===== src/rtl/mux_nch_reg.sv =====
// N-channel, W-bit registered multiplexer with valid/ready handshakes on every channel.
// Define MUX_RR_ARB_EN to replace the sel input with round-robin arbitration.
module mux_nch_reg #(
   parameter int unsigned WORD_SIZE = 10,
   parameter int unsigned NUM_CH    = 5,
   parameter int unsigned SEL_W     = 3
) (
   input  logic                        clk,
   input  logic                        rst_n,
   input  logic [NUM_CH*WORD_SIZE-1:0] data_in,
   input  logic [NUM_CH-1:0]           in_valid,
   output logic [NUM_CH-1:0]           in_ready,
   input  logic [SEL_W-1:0]            sel,
   output logic [WORD_SIZE-1:0]        mux_out,
   output logic                        out_valid,
   input  logic                        out_ready,
   output logic [SEL_W-1:0]            ch_out,
   output logic                        sel_err
);

   logic [WORD_SIZE-1:0] mux_out_q, mux_out_d;
   logic [SEL_W-1:0]     ch_out_q, ch_out_d;
   logic                 out_valid_q, out_valid_d;

   logic [SEL_W-1:0]     gnt;
   logic                 gnt_ok;     // gnt names a real channel that may be offered in_ready
   logic                 gnt_valid;
   logic [WORD_SIZE-1:0] gnt_data;
   logic                 load_ok;
   logic                 capture;

   assign load_ok = !out_valid_q || out_ready;

`ifdef MUX_RR_ARB_EN
   logic [SEL_W-1:0] last_gnt_q, last_gnt_d;
   int               dist;
   int               best_dist;
   logic             unused_sel;

   assign unused_sel = ^sel;
   assign sel_err    = 1'b0;

   // Pick the valid channel closest after last_gnt, walking upward modulo NUM_CH.
   always_comb begin
      gnt       = '0;
      gnt_ok    = 1'b0;
      best_dist = int'(NUM_CH);
      dist      = 0;
      for (int k = 0; k < int'(NUM_CH); k++) begin
         dist = (k + int'(NUM_CH) - 1 - int'(last_gnt_q)) % int'(NUM_CH);
         if (in_valid[k] && dist < best_dist) begin
            best_dist = dist;
            gnt       = SEL_W'(k);
            gnt_ok    = 1'b1;
         end
      end
   end

   assign last_gnt_d = capture ? gnt : last_gnt_q;

   always_ff @(posedge clk or negedge rst_n) begin
      if (!rst_n) begin
         last_gnt_q <= SEL_W'(NUM_CH - 1);
      end else begin
         last_gnt_q <= last_gnt_d;
      end
   end
`else
   logic sel_err_q;

   assign gnt    = sel;
   assign gnt_ok = {1'b0, sel} < (SEL_W + 1)'(NUM_CH);

   // Out-of-range select is re-registered every cycle, so it self-clears.
   always_ff @(posedge clk or negedge rst_n) begin
      if (!rst_n) begin
         sel_err_q <= 1'b0;
      end else begin
         sel_err_q <= !gnt_ok;
      end
   end

   assign sel_err = sel_err_q;
`endif

   // Loop-based lookup keeps out-of-range grants from indexing past the channel vectors.
   always_comb begin
      gnt_valid = 1'b0;
      gnt_data  = '0;
      for (int k = 0; k < int'(NUM_CH); k++) begin
         if (gnt_ok && gnt == SEL_W'(k)) begin
            gnt_valid = in_valid[k];
            gnt_data  = data_in[k*WORD_SIZE +: WORD_SIZE];
         end
      end
   end

   assign capture = load_ok && gnt_valid;

   always_comb begin
      in_ready = '0;
      for (int k = 0; k < int'(NUM_CH); k++) begin
         in_ready[k] = rst_n && load_ok && gnt_ok && (gnt == SEL_W'(k));
      end
   end

   always_comb begin
      mux_out_d   = mux_out_q;
      ch_out_d    = ch_out_q;
      out_valid_d = out_valid_q;
      if (capture) begin
         mux_out_d   = gnt_data;
         ch_out_d    = gnt;
         out_valid_d = 1'b1;
      end else if (out_ready) begin
         out_valid_d = 1'b0;
      end
   end

   always_ff @(posedge clk or negedge rst_n) begin
      if (!rst_n) begin
         mux_out_q   <= '0;
         ch_out_q    <= '0;
         out_valid_q <= 1'b0;
      end else begin
         mux_out_q   <= mux_out_d;
         ch_out_q    <= ch_out_d;
         out_valid_q <= out_valid_d;
      end
   end

   assign mux_out   = mux_out_q;
   assign ch_out    = ch_out_q;
   assign out_valid = out_valid_q;

endmodule

===== config.mk =====
export PLATFORM = sky130hd
export DESIGN_NAME = mux_nch_reg
export DESIGN_NICKNAME = d
export VERILOG_FILES = /design/src/rtl/mux_nch_reg.sv
export SDC_FILE = /design/constraint.sdc
export NUM_CORES = 1
export LEC_CHECK = 0
export CAP_MARGIN = 20
export CELL_PAD_IN_SITES_DETAIL_PLACEMENT = 1
export CELL_PAD_IN_SITES_GLOBAL_PLACEMENT = 1
export CORE_MARGIN = 1.5
export CORE_UTILIZATION = 25
export CTS_CLUSTER_DIAMETER = 120
export DETAILED_ROUTE_END_ITERATION = 8
export PLACE_DENSITY_LB_ADDON = 0.3
export SETUP_SLACK_MARGIN = 0.02
export SLEW_MARGIN = 20
export SYNTH_ARGS = -nofsm -noshare
export SYNTH_HDL_FRONTEND = slang
export SYNTH_SLANG_ARGS = --single-unit

===== constraint.sdc =====
create_clock -name clk -period 1.9 [get_ports clk]
set_input_delay 0.285 -clock clk [delete_from_list [all_inputs] [get_ports clk]]
set_output_delay 0.285 -clock clk [all_outputs]
set_load 0.01 [all_outputs]

After elaboration in Yosys (flattened, before gate mapping)
Cells that the tools add are included.

Bits in registers: 15. Input port bits: 61.

$lt $le $gt $ge: 1. Equal/unequal tests: 4. Multiplexer cells: 12. Reduce and logical (&&, ||, !) cells: 18.

Operators with widths (number): 10-bit 2-to-1 mux (5); 1-bit logical AND (13); 1-bit 2-to-1 mux (7); 3-bit by 2-bit == test with 1-bit output (second input constant) (2); 3-bit by 1-bit == test with 1-bit output (second input constant) (1); 3-bit == test (second input constant) (1); 3-bit zero test (1); 3-bit < comparator (second input constant) (1); 1-bit zero test (2); 2-bit nonzero test (1); 1-bit logical OR (1).

Logic depth before layout (Yosys ltp)
Gate-level depths: netlist (run 1).

Depth after elaboration: 9. Depth in mapped cells: 6.

Worst setup path before layout (run 1)
No wires, ideal clock.

Path type: input to register. Start: in sel[1]. End: reg mux_out_q[0], in the netlist mux_out[0]. Setup time: 0.125 ns. Arrival time: 1.631 ns. Required time: 1.775 ns. Slack: 0.144 ns. Cell stages on the path: 6. Cells stage by stage: buf_4 or2_1 o221a_4 nor3_4 buf_12 mux2_4.

Cells in the longest elaborated chain, start to end: 8.

RTL lines: from (decl) (RTL line 13) `input logic [SEL_W-1:0] sel,`; 3-bit < comparator or 3-bit zero test (tied branches) (RTL line 72, 91); 1-bit logical AND (RTL line 91) `if (gnt_ok && gnt == SEL_W'(k)) begin`; 1-bit 2-to-1 mux (5 in a row) (RTL line 91); 1-bit logical AND (RTL line 98) `assign capture = load_ok && gnt_valid;`; to (signal assigned) (RTL line 126) `mux_out_q <= mux_out_d;`; to (decl) (RTL line 21) `logic [WORD_SIZE-1:0] mux_out_q, mux_out_d;`.

Several ways; a longest one is shown, not always the timed one. A chain may end at the register's enable or synchronous reset.

Final worst setup path (run 1)
Start: in out_ready. End: out in_ready[2].

Cells in the longest elaborated chain, start to end: 4.

RTL lines: from (decl) (RTL line 16) `input logic out_ready,`; 1-bit logical OR (RTL line 32) `assign load_ok = !out_valid_q || out_ready;`; 1-bit logical AND (3 in a row) (RTL line 103) `in_ready[k] = rst_n && load_ok && gnt_ok && (gnt == SEL_W'(k));`; to (decl) (RTL line 12) `output logic [NUM_CH-1:0] in_ready,`.

No other way between the ends.

==> impl_summary.md, run 1 <==
Critical path
STA classifies the critical path endpoint as an output pin. The largest single stage delay on the critical path is 490 ps. STA puts the critical path data required time at 1620 ps. The kind of critical path is in -> out. Walking the worst path, the cells encountered are clkdlybuf4s50_1 -> nand2b_1 -> nand2_1 -> nor3_1 -> dlygate4sd2_1. The critical path launch point type is an input pin. In this run the worst path has a maximum fanout of 4. For this design, the slowest cell found on the critical path is sky130_fd_sc_hd__clkdlybuf4s50_1. The data arrival time of the critical path is 1530 ps.

STA
The final-layout worst hold slack is 517 ps. The maximum clock skew at final layout is 0.699 ps. Setup slack closes at 87.4 ps. The number of failing hold endpoints at the final stage came to 0. The worst-case headroom to the max-slew limit is 75.6%.

Setup repair after global routing could not meet its margin everywhere. The final critical delay including setup and external delays is 1810 ps. The final number of max-transition violations is 0. The transition time at the pin with the least slew margin is 364 ps.

The final cycle utilization of the critical path is 95.4%. Setup violations remaining at the end of the flow were counted as 0. In the final timing run, aggregate negative setup slack is 0 ps. Derived from the worst setup path, the maximum achievable clock frequency is 0.552 GHz.

Placement
The placement-stage cell area is 2110 um^2. The congestion estimate from routability-driven global placement came to 0.852. OpenSTA, run right after detailed placement, puts the worst setup slack at -397 ps. The cell count after placement is 250. The HPWL after detailed placement is 3660 um. The count of buffers from port buffering is 80.

Floorplanning
The placement row count is 24. The total area inside the core boundary comes to 4410 um^2. The initial standard-cell utilization of the core is 26.2%. The die covers 5040 um^2. In this run the horizontal extent of the chip is 71.0 um. The number of top-level pins is 81. The die is 71.0 um tall.

Global route
The via count of the first global-routing pass is 1428. The number of antenna violations at the first check in global routing was 0. The leftover overflow at the end of global routing is 0. The aggregate global-route resource usage is 17.8%. The global-route wire length before repair is 7010 um. Entering global routing, the biggest net connects 16 pins.

Synthesis
The cell count after synthesis is 105. The async set-reset flop share out of synthesis is 100%. The number of warnings reported in the yosys synthesis log is 0. Yosys instantiated no cell more often than sky130_fd_sc_hd__mux2i_1. The commonest cells after synthesis are sky130_fd_sc_hd__mux2i_1, sky130_fd_sc_hd__dfrtp_1, sky130_fd_sc_hd__nor2_1. The number of synthesized flops with an enable pin is 0.

The top cell type by area accounts for 32.5% of the synthesized area. Synthesis instantiated 30 different standard cells from the library. The number of synthesized register bits is 15.

Of all cell types, the one taking the most synthesized area is sky130_fd_sc_hd__dfrtp_1. The net count of the mapped netlist is 166. The most used flip-flop cell after synthesis is sky130_fd_sc_hd__dfrtp_1. The synthesized netlist occupies a cell area of 1150 um^2. The share of synthesized area occupied by flip-flops and latches is 32.5%.

The average instance in the mapped netlist occupies 11.0 um^2. By area the synthesized netlist is led by sky130_fd_sc_hd__dfrtp_1, sky130_fd_sc_hd__mux2i_1, sky130_fd_sc_hd__mux2_4, sky130_fd_sc_hd__mux2_2, sky130_fd_sc_hd__a311o_1.

Routing
The total number of vias is 1264. The detailed router put a total of 1630 um of wire on met1. The DRC violations left is 0. The wire length reported by the detailed router is 4330 um.

The number of nets with antenna violations after routing is 0. The routed wirelength normalized by instance count is 16.9 um. The top layer used by detailed routing is met4. Detailed routing placed a total of 2260 um of wire on met2. The via count normalized by instance count is 4.94. The number of design-rule violations left by the first detailed-router iteration is 25. The met3 wirelength from detailed routing is 418 um. The number of detailed-route iterations in the first pass is 4.

CTS
Clock tree synthesis selected as its root buffer the cell sky130_fd_sc_hd__clkbuf_8. The number of buffers added to fix hold violations after cts is 0. The CTS sink count is 15. The TritonCTS clock tree is yes. The clock input transition at the sequential cells of the worst setup and hold paths is 60 ps. The clock insertion delay at the later pin of the skew report is 240 ps. The count of H-tree levels built during CTS is 1. No sink is reached through more buffers than the 2 on the longest clock path.

The number of buffers created by CTS is 3.

Finish
The area growth from synthesis to layout is 89.1%. At the end of the flow the core is filled with cells to 49.5%. The post-layout net count is 266.

After the flow finishes, the layout carries non-filler instances totaling 256. The number of antenna diodes in the final layout is 0. The final design area excluding fillers is 2180 um^2. The share of post-route cells with drive strength above 1 is 25.0%.

Run status
The flow ran to the end, and the final reports show no timing, DRC or antenna violations.

Power and ir drop
For this design the ratio of total power to cell area is 601 nW/um^2. The overall power of the completed layout is 1.31 mW. The static leakage is 0.962 nW.

The worst supply voltage drop on vdd is 0.370 mV.

Hold path
The path class of the lowest-slack min-delay path is in -> async.

Run
Across the run, the number of max-cap violations was 0.
[critical path, delay by kind of cell]
| family | cells | cell delay (ps) |
|---|---|---|
| buffers and inverters | 2 | 800 |
| AND/OR/NAND/NOR | 3 | 440 |
[layout by cell type (no fill, tap or decap), drive strengths merged, types with 4 or more instances in the layout]
cell           instances
clkdlybuf4s50         72
buf                   22
mux2i                 16
mux2                  16
dfrtp                 15
nor2                   9
nor3                   9
clkbuf                 6
a311o                  5
o21ai                  5
a22oi                  4
dlygate4sd2            4
[path summary, 6_finish.rpt]
kind                            from           to  slack (ps)  cells past startpoint
hold / removal                 rst_n   mux_out[9]         520                      3
hold reg to reg            ch_out[2]    ch_out[2]         520                      1
max in group asynchronous      rst_n   mux_out[6]        1200                      3
setup / recovery           out_ready  in_ready[2]          90                      5
setup reg to reg           out_valid   mux_out[8]         450                      4
min in group clk           ch_out[2]    ch_out[2]         520                      1
[cell families after synthesis]
family / share of synthesized area (%)
compound gates: 13.2
simple gates: 16.0
buf+inv: 6.17
mux: 32.1
flops: 32.5
[cell type report]
| type | count | area [um^2] |
|---|---|---|
| clock buffer | 4 | 45.0 |
| fill | 484 | 2230 |
| inverter | 3 | 11.3 |
| multi-input combinational | 80 | 726 |
| sequential | 15 | 375 |
| tap | 52 | 65.1 |
| timing repair buffer | 102 | 961 |
[flip-flops by register name (all words and copies together) (netlist names)]
register	count
ch_out	3
mux_out	10
out_valid	1
sel_err	1
[power by group]
part	leakage (nW)	internal (mW)	switching, mW
Clock	0.0228	0.148	0.105
Sequential	0.188	0.394	0.0464
Combinational	0.751	0.405	0.214
[what timing repair did]
item | CTS | global route
setup endpoints to repair | 17 | 11
setup buffers | 0 | 2
gates resized for setup | 11 | 8
hold endpoints to repair | 0 | 0
pin swaps | 1 | 1
[per-layer routing]
layer | vias to the layer above | global-route usage [%]
li1 | 589 | -
met1 | 605 | 18.6
met2 | 68 | 33.9
met3 | 2 | 7.69
met4 | 0 | 1.89
met5 | - | 0
Power figures use the tool's default switching activity.
==> run 2: changes to the inputs <==
--- a/config.mk
+++ b/config.mk
@@ -13,6 +13,7 @@
 export CTS_CLUSTER_DIAMETER = 120
 export DETAILED_ROUTE_END_ITERATION = 8
 export PLACE_DENSITY_LB_ADDON = 0.3
+export RECOVER_POWER = 25
 export SETUP_SLACK_MARGIN = 0.02
 export SLEW_MARGIN = 20
 export SYNTH_ARGS = -nofsm -noshare
==> impl_summary.md, run 2 (synthesis gave the netlist of run 1 again) <==
Routing
The number of detailed-route iterations in the first pass is 4 (unchanged). The total number of vias is 1268 (+0.32%). The via count normalized by instance count is 4.95 (+0.32%).

The DRC violations left was 0 (unchanged). The number of design-rule violations left by the first detailed-router iteration is 33 (+32%). The wire length reported by the detailed router is 4320 um (-0.18%). The routed wirelength normalized by instance count was 16.9 um (-0.18%). The number of nets with antenna violations after routing is 0 (unchanged).

Placement
The placement-stage cell area was 2110 um^2 (unchanged). The HPWL after detailed placement is 3660 um (unchanged). The count of buffers from port buffering is 80 (unchanged). The weighted congestion at the end of routability-driven global placement is 0.852 (unchanged).

Finish
Compared with the post-synthesis result, the final layout area differs by 88.7%. The flip-flop count of the largest register, all copies and words added is 10 (unchanged). The final design area excluding fillers was 2180 um^2 (-0.17%).

The number of fill cells came to 485 (+0.21%). The share of post-route cells with drive strength above 1 is 24.5% (-0.49 points). The post-layout net count came to 266 (unchanged). The number of antenna diodes is 0 (unchanged).

The top cell types in the final layout, fill and taps aside, are sky130_fd_sc_hd__clkdlybuf4s50_1, sky130_fd_sc_hd__buf_4, sky130_fd_sc_hd__mux2i_1. The final design utilization is 49.4% (-0.085 points). Leaving out fill and tap cells, the most frequent cell in the layout is sky130_fd_sc_hd__clkdlybuf4s50_1.

STA
Setup repair after global routing could not meet its margin everywhere. The final critical delay including setup and external delays is 1810 ps (+0.215 ps). The final number of max-transition violations is 0 (unchanged). The maximum operating frequency is 0.552 GHz (about the same). The final cycle utilization of the critical path is 95.4% (about the same). The transition time at the pin with the least slew margin was 817 ps (+453 ps). The post-route setup TNS is 0 ps (unchanged). The worst-case headroom to the max-slew limit came to 45.5% (-30 points).

The final-layout worst hold slack came to 516 ps (-0.135 ps). The maximum clock skew at final layout is 0.829 ps (+0.130 ps). The final setup violation count is 0 (unchanged). The number of failing hold endpoints at the final stage is 0 (unchanged).

Power and ir drop
The worst supply voltage drop on vdd is 0.369 mV (about the same). The overall power of the completed layout came to 1.31 mW (-0.20%). The ratio of total power to cell area came to 601 nW/um^2 (about the same). The static leakage is 0.958 nW (-0.37%).

Floorplanning
The height of the chip was 71.0 um (unchanged). The number of top-level pins was 81 (unchanged). The placement row count is 24 (unchanged). The die outline area is 5040 um^2 (unchanged). The horizontal die dimension is 71.0 um (unchanged). The initial standard-cell utilization of the core is 26.2% (unchanged). The total core area is 4410 um^2 (unchanged).

CTS
In this run the clock root is driven by a sky130_fd_sc_hd__clkbuf_8. TritonCTS built the clock tree. The clock insertion delay at the later pin of the skew report came to 240 ps (about the same). The CTS sink count is 15 (unchanged).

The clock input transition at the sequential cells of the worst setup and hold paths came to 60 ps (about the same). The maximum clock insertion buffer count is 2 (unchanged). The number of buffers created by CTS is 3 (unchanged). The count of H-tree levels built during CTS is 1 (unchanged).

Run
The number of max-capacitance violations reported was 0 (unchanged).

Critical path
STA classifies the critical path startpoint as an input pin. STA classifies the critical path endpoint as an output pin. The worst endpoint required time is 1620 ps (about the same).

The kind of critical path is in -> out. The data arrival time of the critical path came to 1530 ps (about the same). The worst-case reg-to-reg path depth is 4 (unchanged).

The maximum fanout along the worst path is 4 (unchanged).

Global route
The number of antenna violations at the first check in global routing came to 0 (unchanged). The aggregate global-route resource usage is 17.8% (unchanged). The via count of the first global-routing pass is 1428 (unchanged).

The global-route wire length before repair is 7010 um (unchanged). The pin count of the biggest net entering global routing is 16 (unchanged). The leftover overflow at the end of global routing was 0 (unchanged).

Hold path
Counting instances, the worst hold path has a depth of 1. The path class of the lowest-slack min-delay path is reg -> reg.

Run status
The flow ran to the end, and the final reports show no timing, DRC or antenna violations.
==> run 2: stage by stage <==
step / worst slack (ps) / instances
after global routing: -1.94 / 256
after detailed placement: -397 / 250
after global placement: -359 / 250
after CTS: -25.7 / 254
after floorplan: 144 / 105
final: 87.2 / 256
==> run 2: what timing repair did <==
item	in CTS	in global routing
pin swaps	1	1
buffers inserted	0	2
resized for setup	11	8
hold buffers	0	0
endpoints found under the setup margin	17	11
==> run 2: where the power goes <==
| group | switching [mW] | leakage [nW] | internal (mW) | total, mW |
|---|---|---|---|---|
| clock | 0.104 | 0.0228 | 0.148 | 0.252 |
| combinational | 0.214 | 0.748 | 0.403 | 0.617 |
| sequential | 0.0461 | 0.188 | 0.394 | 0.440 |
| total | 0.364 | 0.958 | 0.946 | 1.31 |
==> run 2: path summary, 6_finish.rpt <==
path,startpoint,to,slack (ps)
worst min register to register,ch_out[2],ch_out[2],520
worst max-delay path,out_ready,in_ready[2],90
worst max register to register,out_valid,mux_out[8],450
max in group asynchronous,rst_n,mux_out[6],550
min in group asynchronous,rst_n,mux_out[5],840
worst min-delay path,ch_out[2],ch_out[2],520
==> run 2: per-layer routing <==
layer / track usage [%] / up-vias / wire length (um)
li1: - / 590 / -
met1: 18.6 / 608 / 1620
met2: 33.9 / 68 / 2260
met3: 7.69 / 2 / 423
met4: 1.89 / 0 / 17
met5: 0 / - / 0
==> run 2: layout make-up <==
| class | instances | area [um^2] | share of cell area [%] |
|---|---|---|---|
| Tap cell | 52 | 65.1 | 2.99 |
| Clock buffer | 4 | 45.0 | 2.07 |
| Timing Repair Buffer | 102 | 957 | 43.9 |
| Multi-Input combinational cell | 80 | 726 | 33.3 |
| Inverter | 3 | 11.3 | 0.517 |
| Sequential cell | 15 | 375 | 17.2 |
==> run 2: worst max-delay path: stages <==
cell and delay, ps:
sky130_fd_sc_hd__clkdlybuf4s50_1 490, sky130_fd_sc_hd__nand2b_1 140, sky130_fd_sc_hd__nand2_1 120, sky130_fd_sc_hd__nor3_1 180
sky130_fd_sc_hd__dlygate4sd2_1 310
